==> src/rtl/evm_pkg.sv <==
// evm_pkg: poll state encoding and shared helpers for the vote tally.
package evm_pkg;
    localparam int MAX_CAND = 16;
    typedef enum logic [1:0] {IDLE = 2'd0, WAIT = 2'd1, ARMED = 2'd2, CLOSED = 2'd3} state_t;
    function automatic logic onehot_check(logic [MAX_CAND-1:0] v);
        return v != '0 && (v & (v - 1'b1)) == '0;
    endfunction
    function automatic logic [31:0] sat_inc(logic [31:0] v, logic [31:0] max);
        return v == max ? v : v + 32'd1;
    endfunction
endpackage

==> src/rtl/vote_tally_if.sv <==
// vote_tally_if: officer/voter controls and tally readout of the vote counter.
interface vote_tally_if #(
    parameter int NUM_CAND = 4,
    parameter int COUNT_W = 8,
    parameter int TOTAL_W = COUNT_W + 4,
    parameter int IDX_W = 4
);
    logic poll_open;
    logic poll_close;
    logic ballot_arm;
    logic vote_valid;
    logic [NUM_CAND-1:0] vote_in;
    logic [IDX_W-1:0] rd_idx;
    logic [COUNT_W-1:0] rd_count;
    logic [TOTAL_W-1:0] total_count;
    logic [TOTAL_W-1:0] reject_count;
    logic vote_ack;
    logic vote_reject;
    logic [NUM_CAND-1:0] sat_flag;
    logic armed;
    logic closed;
    modport master (
        output poll_open, poll_close, ballot_arm, vote_valid, vote_in, rd_idx,
        input rd_count, total_count, reject_count, vote_ack, vote_reject, sat_flag, armed, closed
    );
    modport slave (
        input poll_open, poll_close, ballot_arm, vote_valid, vote_in, rd_idx,
        output rd_count, total_count, reject_count, vote_ack, vote_reject, sat_flag, armed, closed
    );
endinterface

==> src/rtl/sat_counter.sv <==
// sat_counter: up-counter that sticks at all-ones.
module sat_counter
    import evm_pkg::*;
#(
    parameter int W = 8
) (
    input  logic         clock,
    input  logic         reset,
    input  logic         inc,
    output logic [W-1:0] count,
    output logic         at_max
);
    localparam logic [W-1:0] MAX = '1;
    always_ff @(posedge clock)
        if (reset) count <= '0;
        else if (inc) count <= W'(sat_inc(32'(count), 32'(MAX)));
    assign at_max = count == MAX;
endmodule

==> src/rtl/vote_tally.sv <==
// vote_tally: poll-controlled N-candidate vote counter with saturating tallies
// and a registered indexed readout.
module vote_tally
    import evm_pkg::*;
#(
    parameter int NUM_CAND = 4,
    parameter int COUNT_W = 8,
    parameter int TOTAL_W = COUNT_W + 4,
    parameter int IDX_W = 4
) (
    input logic         clock,
    input logic         reset,
    vote_tally_if.slave bus
);
    state_t state, next;
    logic acc, rej, total_max, reject_max;
    logic [NUM_CAND-1:0] at_max;
    logic [NUM_CAND-1:0][COUNT_W-1:0] counts;
    logic [COUNT_W-1:0] rd_mux;
    always_ff @(posedge clock)
        state <= reset ? IDLE : next;
    always_comb begin
        next = state;
        acc = 1'b0;
        rej = 1'b0;
        case (state)
            IDLE: next = bus.poll_open ? WAIT : IDLE;
            WAIT: begin
                rej = bus.vote_valid;
                next = bus.poll_close ? CLOSED : bus.ballot_arm ? ARMED : WAIT;
            end
            ARMED: begin
                acc = bus.vote_valid && onehot_check(MAX_CAND'(bus.vote_in));
                rej = bus.vote_valid && !onehot_check(MAX_CAND'(bus.vote_in));
                next = bus.poll_close ? CLOSED : acc ? WAIT : ARMED;
            end
            default: next = CLOSED;
        endcase
    end
    for (genvar g = 0; g < NUM_CAND; g++) begin : g_cand
        sat_counter #(.W(COUNT_W)) u_cnt (
            .clock(clock), .reset(reset), .inc(acc && bus.vote_in[g]),
            .count(counts[g]), .at_max(at_max[g])
        );
    end
    // Tallies stop requesting increments once pinned at max.
    sat_counter #(.W(TOTAL_W)) u_total (
        .clock(clock), .reset(reset), .inc(acc && !total_max),
        .count(bus.total_count), .at_max(total_max)
    );
    sat_counter #(.W(TOTAL_W)) u_reject (
        .clock(clock), .reset(reset), .inc(rej && !reject_max),
        .count(bus.reject_count), .at_max(reject_max)
    );
    always_comb begin
        rd_mux = '0;
        for (int i = 0; i < NUM_CAND; i++)
            if (bus.rd_idx == IDX_W'(i)) rd_mux = counts[i];
    end
    always_ff @(posedge clock)
        if (reset) begin
            bus.rd_count <= '0;
            bus.vote_ack <= 1'b0;
            bus.vote_reject <= 1'b0;
        end else begin
            bus.rd_count <= rd_mux;
            bus.vote_ack <= acc;
            bus.vote_reject <= rej;
        end
    assign bus.sat_flag = at_max;
    assign bus.armed = state == ARMED;
    assign bus.closed = state == CLOSED;
endmodule

==> src/flat_wrapper.sv <==
// flat-port wrapper written by rule: the top's interface ports become plain ports
module vote_tally_flat import evm_pkg::*;
#(
    parameter int NUM_CAND = 4,
    parameter int COUNT_W = 8,
    parameter int TOTAL_W = COUNT_W + 4,
    parameter int IDX_W = 4
)
  (clock, reset, bus_poll_open, bus_poll_close, bus_ballot_arm, bus_vote_valid, bus_vote_in, bus_rd_idx, bus_rd_count, bus_total_count, bus_reject_count, bus_vote_ack, bus_vote_reject, bus_sat_flag, bus_armed, bus_closed);
  vote_tally_if #(.NUM_CAND(NUM_CAND), .COUNT_W(COUNT_W), .TOTAL_W(TOTAL_W), .IDX_W(IDX_W)) bus_i ();
  input logic clock;
  input logic reset;
  input wire logic [$bits(bus_i.poll_open)-1:0] bus_poll_open;
  input wire logic [$bits(bus_i.poll_close)-1:0] bus_poll_close;
  input wire logic [$bits(bus_i.ballot_arm)-1:0] bus_ballot_arm;
  input wire logic [$bits(bus_i.vote_valid)-1:0] bus_vote_valid;
  input wire logic [$bits(bus_i.vote_in)-1:0] bus_vote_in;
  input wire logic [$bits(bus_i.rd_idx)-1:0] bus_rd_idx;
  output wire logic [$bits(bus_i.rd_count)-1:0] bus_rd_count;
  output wire logic [$bits(bus_i.total_count)-1:0] bus_total_count;
  output wire logic [$bits(bus_i.reject_count)-1:0] bus_reject_count;
  output wire logic [$bits(bus_i.vote_ack)-1:0] bus_vote_ack;
  output wire logic [$bits(bus_i.vote_reject)-1:0] bus_vote_reject;
  output wire logic [$bits(bus_i.sat_flag)-1:0] bus_sat_flag;
  output wire logic [$bits(bus_i.armed)-1:0] bus_armed;
  output wire logic [$bits(bus_i.closed)-1:0] bus_closed;
  assign bus_i.poll_open = bus_poll_open;
  assign bus_i.poll_close = bus_poll_close;
  assign bus_i.ballot_arm = bus_ballot_arm;
  assign bus_i.vote_valid = bus_vote_valid;
  assign bus_i.vote_in = bus_vote_in;
  assign bus_i.rd_idx = bus_rd_idx;
  assign bus_rd_count = bus_i.rd_count;
  assign bus_total_count = bus_i.total_count;
  assign bus_reject_count = bus_i.reject_count;
  assign bus_vote_ack = bus_i.vote_ack;
  assign bus_vote_reject = bus_i.vote_reject;
  assign bus_sat_flag = bus_i.sat_flag;
  assign bus_armed = bus_i.armed;
  assign bus_closed = bus_i.closed;
  vote_tally #(.NUM_CAND(NUM_CAND), .COUNT_W(COUNT_W), .TOTAL_W(TOTAL_W), .IDX_W(IDX_W)) u_core (.clock(clock), .reset(reset), .bus(bus_i));
endmodule
==> config.mk <==
export PLATFORM = sky130hd
export DESIGN_NAME = vote_tally_flat
export DESIGN_NICKNAME = d
export VERILOG_FILES = /design/src/rtl/evm_pkg.sv /design/src/rtl/vote_tally_if.sv /design/src/rtl/sat_counter.sv /design/src/rtl/vote_tally.sv /design/src/flat_wrapper.sv
export SDC_FILE = /design/constraint.sdc
export NUM_CORES = 1
export LEC_CHECK = 0
export CAP_MARGIN = 25
export CORE_ASPECT_RATIO = 0.6
export CORE_MARGIN = 5
export CORE_UTILIZATION = 54
export DETAILED_ROUTE_END_ITERATION = 8
export GPL_ROUTABILITY_DRIVEN = 0
export PLACE_DENSITY = 0.8
export SETUP_SLACK_MARGIN = 0.15
export SLEW_MARGIN = 20
export SYNTH_ARGS = -nofsm -noshare
export SYNTH_HDL_FRONTEND = slang
export SYNTH_SLANG_ARGS = --single-unit
export TNS_END_PERCENT = 100
==> constraint.sdc <==
create_clock -name clock -period 3.16 [get_ports clock]
set_input_delay 0.948 -clock clock [delete_from_list [all_inputs] [get_ports clock]]
set_output_delay 0.948 -clock clock [all_outputs]
set_load 0.1 [all_outputs]
=== Word-level counts from Yosys, hierarchy flattened ===
Index checks and enable logic that the tools add are counted.

* Register bits: 68
* Input port bits: 14
* Output and inout port bits: 40
* Word-level logic and storage cells: 70

* $add $sub $neg: 7
* Equality and inequality tests: 12
* Multiplexer cells: 12
* Bitwise operators: 7
* Reductions and logical operators: 22

{| class="wikitable"
|+ Operator list
! operator !! count
|-
| $add 8x1->8 const B || 4
|-
| $eq 8x8->1 const B || 4
|-
| $mux 8 || 4
|-
| $add 12x1->12 const B || 2
|-
| $eq 12x12->1 const B || 2
|-
| $and 4x16->16 || 1
|-
| $logic_not 16->1 || 1
|-
| $reduce_and 2->1 || 6
|-
| $logic_and 1x1->1 || 9
|-
| $eq 4x2->1 const B || 2
|-
| $mux 2 || 4
|-
| $not 1->1 || 6
|-
| $pmux 2 s3 || 1
|-
| $sub 4x1->5 const B || 1
|-
| $eq 2x2->1 const B || 2
|-
| $eq 4x1->1 const B || 1
|-
| $logic_not 4->1 || 1
|-
| $reduce_bool 4->1 || 1
|-
| $logic_not 1->1 || 3
|-
| $eq 2x1->1 const B || 1
|-
| $logic_not 2->1 || 1
|-
| $mux 1 || 2
|-
| $pmux 1 s2 || 1
|}

=== Depth between registers and ports, before layout ===
* Word-level depth: 9
* Gate-level depth with buffers: 8
* Mapped depth without buffers: 7

=== By module ===
Synthesis repeated with hierarchy kept, for this count alone.

* Cells, all modules: 403
* Area, all modules: 3,497.1 µm²

{| class="wikitable"
|+ By module, submodules not included
! module !! instances !! cells an instance !! area an instance (µm²) !! seq. area each (µm²)
|-
| sat_counter at u_core.g_cand[0].u_cnt ... || 4 || 44 || 384.1 || 160.2
|-
| sat_counter at u_core.u_reject ... || 2 || 66 || 593.1 || 240.2
|-
| vote_tally || 1 || 95 || 774.5 || 240.2
|}

=== Worst setup path after synthesis ===
No wires, ideal clock.

* Path type: reg-to-reg
* From: register u_core.state[0]
* To: register u_core.u_reject.count[4]
* Setup time: 121 ps
* Data arrival time: 2,641 ps
* Data required time: 3,039 ps
* Path slack: 398 ps
* Cell stages (with the launch flop): 8
* Path buffers: 0
* Clock period less this slack: 2,762 ps
* Cells stage by stage: dfxtp_1 inv_1 ha_1 inv_1 a2111oi_2 nor2_1 nor4b_1 mux2_2

* Longest elaborated chain between the ends: 4
* Elaborated cells on any way between the ends: 5
* Those cells by class: eq/ne (2); mux (1); reduce/logical (2)

{| class="wikitable"
|+ RTL lines
! what !! RTL line !! text
|-
| start, declared || vote_tally.sv:15 || <nowiki>state_t state, next;</nowiki>
|-
| start signal, assigned || vote_tally.sv:21 || <nowiki>state <= reset ? IDLE : next;</nowiki>
|-
| $eq 2x2->1 || - ||
|-
| named net bus_armed || flat_wrapper.sv:25 || <nowiki>output wire logic [$bits(bus_i.armed)-1:0] bus_armed;</nowiki>
|-
| $pmux 1 s2 || vote_tally.sv:26 || <nowiki>case (state)</nowiki>
|-
| $logic_and 1x1->1 || vote_tally.sv:52 || <nowiki>.clock(clock), .reset(reset), .inc(rej && !reject_max),</nowiki>
|-
| $reduce_and 2->1 (no source line) || - ||
|-
| end signal, assigned || sat_counter.sv:16 || <nowiki>else if (inc) count <= W'(sat_inc(32'(count), 32'(MAX)));</nowiki>
|-
| end, declared || sat_counter.sv:10 || <nowiki>output logic [W-1:0] count,</nowiki>
|}

The timed path passes the listed nets, and every way through them passes these cells.
A chain may end at the register's enable or synchronous reset.

=== Final worst setup path ===
* From: input bus_vote_in[3]
* To: register u_core.u_reject.count[4]

* Longest elaborated chain between the ends: 9
* Elaborated cells on any way between the ends: 10
* Those cells by class: add/sub (1); mux (1); bitwise (1); reduce/logical (7)

{| class="wikitable"
|+ RTL lines
! what !! RTL line !! text
|-
| start, declared || flat_wrapper.sv:17 || <nowiki>input wire logic [$bits(bus_i.vote_in)-1:0] bus_vote_in;</nowiki>
|-
| $sub 4x1->5 || evm_pkg.sv:6 || <nowiki>return v != '0 && (v & (v - 1'b1)) == '0;</nowiki>
|-
| $and 4x16->16 || evm_pkg.sv:6 ||
|-
| $logic_not 16->1 || evm_pkg.sv:6 ||
|-
| $logic_and 1x1->1 (*) || evm_pkg.sv:6 ||
|-
| $logic_not 1->1 (*) || vote_tally.sv:34 || <nowiki>rej = bus.vote_valid && !onehot_check(MAX_CAND'(bus.vote_in));</nowiki>
|-
| $logic_and 1x1->1 (*) || vote_tally.sv:34 ||
|-
| $pmux 1 s2 (*) || vote_tally.sv:26 ||
|-
| $logic_and 1x1->1 (*) || vote_tally.sv:52 ||
|-
| $reduce_and 2->1 (no source line) (*) || - ||
|}

Mark *: on every way between the ends. The rest lies on a longest branch, timed or not.

==> results.md <==
* Placed wire-length estimate at 6.345 mm
* CP startpoint: bus_vote_in[3]
* Wire per inst at 15.74 µm
* Cell variety after synth at 52
* FF-to-FF setup slack at 0.84 ns
* Vias in the first global route at 2863
* Storage cell area at 1361 µm²
* CTS Buf Count at 9
* Clk buf depth at 2
* WP data arrival at 3.14 ns
* Power per cell area at 427.1 nW/µm²
* Cell leakage power at 1.562 nW
* Final period utilization at 92.17%
* Most common cell in the netlist: dfxtp_1
* Outcome: completed
* CP Capture Point: u_core.u_reject.count[4]$_SDFFE_PP0P_
* Die Y at 72.44 µm
* Pre-Repair DR Iteration Count at 4
* Final min period at 2.913 ns
* Total Routing Usage GR at 21.47%
* Buf/Inv on CP at 1
* Worst setup EP type: flop
* Yosys warnings at 0
* TritonCTS clock tree: built
* Placed instance area at 4050 µm²
* H-tree depth at 3
* Seq cells post-synth at 68
* Skew final at 0.005952 ns
* Setup TNS Final at 0 ns
* Effective utilization at floorplan at 56.40%
* Final Non-Filler Cells at 539
* Worst skew pair latency at 0.34 ns
* Hold Crit Depth at 2
* Fill cell count at 527
* # IOs at 54
* Initial antenna violation count at 0
* Slew Viols, Final at 0
* Largest cells by area after synthesis: dfxtp_1 39%, nor2_1 5.6%, xnor2_1 5.5%, mux4_2 5.1%, ha_1 3.6%
* Fmax at 0.3433 GHz
* CP Class: input pin to flop
* Hold WC Path Type: flop to flop
* Crit path cell chain: clkdlybuf4s50_1 > xor2_1 > a2111oi_2 > nor2_1 > nor4b_1 > mux2_2
* Worst Tran Pin Value at 0.6678 ns
* Post-CTS Hold Buffers at 0
* RSZ-0062 raised after global routing: no
* Core area at 6221 µm²
* Critical path's largest stage delay at 0.67 ns
* Port bufs at 53
* Crit path required time at 3.39 ns
* Slowest cell on the critical path: clkdlybuf4s50_1
* Post-route DRC at 0
* WL final at 8.484 mm
* R2r endpoint: u_core.u_reject.count[4]$_SDFFE_PP0P_
* Detailed-route via count at 3103
* Post-synthesis sequential area ratio at 38.80%
* Worst-path fanout max at 5
* Buffer count from post-CTS setup fixing at 0
* CP top delay family: buffers and inverters
* Area of the multi-input gates at 2034 µm²
* Die width at 114.1 µm
* Critical hold path startpoint: u_core.u_reject.count[11]$_SDFFE_PP0P_
* Post-synth top area share at 38.80%
* Final net count at 474
* Cell Area, Synth at 3508 µm²
* MaxCap Viol Count at 0
* Syn avg cell area at 8.950 µm²
* 1st-iter DRT viols at 154
* Largest net degree at the start of global routing at 38
* Startpoint types: input pin
* Rows at 22
* Hold Vio Cnt, Final at 0
* Primary FF master, synth: dfxtp_1
* Most instantiated cells after synthesis: 68 x dfxtp_1, 52 x nor2_1, 25 x nand2_1, 22 x xnor2_1, 18 x nand3_1
* Number of synthesized flops with an enable pin at 0
* DRT antenna net count at 0
* R2R Path Start: u_core.state[0]$_SDFF_PP0_
* GR Overflow Total at 0
* Syn Nets at 416
* Clk root buf: clkbuf_8
* Setup Viol. Count Final at 0
* Relative slew margins at 55.28%
* Peak VDD IR at 0.2493 mV
* Die area at 8262 µm²
* Fraction of layout cells with a size suffix above 1 at 20.44%
* Resize count post-CTS at 0
* Vias per cell at 5.757
* Area grow syn2layout at 21.04%
* Inst Count DP at 523
* Yosys top cell by area: dfxtp_1
* Syn Inst Count at 392
* R2R depth at 7
* Number of antenna diodes at 0
* Cell area after layout at 4247 µm²
* Clk slew on worst S/H paths at 0.07 ns
* Number of clock sinks at 68
* Ys async rst share at 0%
* First-pass GRT wire length at 14.29 mm
* Critical path depth at 6
[cells by family after synthesis]
kind of cell	after synthesis	synth area share (%)
compound gates	44	7.810
xor+xnor	30	7.489
fa+ha+maj	10	3.566
buf+inv	28	3.459
flops	68	38.80
mux	18	8.202
simple gates	194	30.67
[metal layers]
metal  GRT usage, %  wire length, µm  vias up
met5              0                0        -
met4          5.007               66        0
met3          6.083              657        8
met2          30.35             3584      106
met1          32.15             4175     1465
li1               -                -     1524
[area by class of cell]
type                            instances  area share [%]
Clock inverter                          4          0.5303
Inverter                               12           1.061
Sequential cell                        68           32.06
Multi-Input combinational cell        296           47.91
Tap cell                               84           2.475
Timing Repair Buffer                   63           12.08
Clock buffer                           12           3.889
[registers in the layout (all words and copies together) (netlist names)]
register                   count
u_core.u_reject.count         12
u_core.bus.vote_reject         1
u_core.u_total.count          12
u_core.bus.vote_ack            1
u_core.g_cand.u_cnt.count     32
u_core.state                   2
u_core.bus.rd_count            8
[worst min-delay path by stage]
stage	endpoint	slack, ns
2_1_floorplan	u_core.g_cand[1].u_cnt.count[1]$_SDFFE_PP0P_	0.47
3_3_place_gp	u_core.u_reject.count[11]$_SDFFE_PP0P_	0.50
3_5_place_dp	u_core.u_reject.count[11]$_SDFFE_PP0P_	0.50
4_1_cts	u_core.u_reject.count[11]$_SDFFE_PP0P_	0.51
5_1_grt	u_core.g_cand[1].u_cnt.count[1]$_SDFFE_PP0P_	0.55
6_report	u_core.u_reject.count[11]$_SDFFE_PP0P_	0.51
[where the power goes]
part | leakage [nW] | internal, mW | switching (mW)
clock | 0.0982 | 0.345 | 0.317
combinational | 0.916 | 0.0892 | 0.182
sequential | 0.548 | 0.869 | 0.0118
total | 1.56 | 1.30 | 0.511
[stage by stage]
stage | power [mW] | utilization [%] | worst slack, ns | hold WS (ns)
6_report | 1.814 | 68.26 | 0.2475 | 0.5137
5_1_grt | 1.886 | 68.26 | 0.1566 | 0.5535
4_1_cts | 1.825 | 68.12 | 0.2099 | 0.5141
3_5_place_dp | 1.168 | 65.10 | -0.1522 | 0.5045
3_3_place_gp | 1.160 | 65.10 | 0.01049 | 0.4971
2_1_floorplan | 1.085 | - | 0.3979 | 0.4670
[worst min-delay path: cells and delay by family (launching register included)]
kind	cells	cell delay, ns
compound gates	2	0.12
flops	1	0.34
[placed cells by master (no fill, tap or decap), types with 2 or more instances in the layout]
| cell | Yosys | final |
|---|---|---|
| ha_1 | 10 | 10 |
| clkdlybuf4s50_1 | 0 | 12 |
| nor4b_1 | 2 | 2 |
| nor2_1 | 52 | 52 |
| xnor2_1 | 22 | 22 |
| mux2_2 | 4 | 4 |
| nand4_1 | 14 | 14 |
| clkbuf_8 | 0 | 12 |
| dfxtp_1 | 68 | 68 |
| xor2_1 | 8 | 8 |
| a31oi_1 | 2 | 2 |
| or3_1 | 9 | 9 |
| mux2i_1 | 4 | 4 |
| a21oi_1 | 17 | 17 |
| and3_1 | 9 | 9 |
| nand3_1 | 18 | 18 |
| o31ai_1 | 2 | 2 |
| inv_1 | 12 | 12 |
| nor4b_4 | 1 | 2 |
| mux2_1 | 2 | 2 |
| or4_1 | 3 | 3 |
| nand2b_1 | 3 | 3 |
| o21ai_0 | 13 | 13 |
| nor3_1 | 14 | 14 |
| buf_4 | 4 | 49 |
| nor3b_1 | 3 | 3 |
| nor4_1 | 10 | 10 |
| or2_2 | 2 | 2 |
| nor2b_1 | 14 | 14 |
| clkinv_2 | 0 | 3 |
| mux4_2 | 8 | 8 |
| and4_1 | 4 | 4 |
| nand2_1 | 25 | 25 |
| nor4_2 | 2 | 2 |
Power figures use the tool's default switching activity.
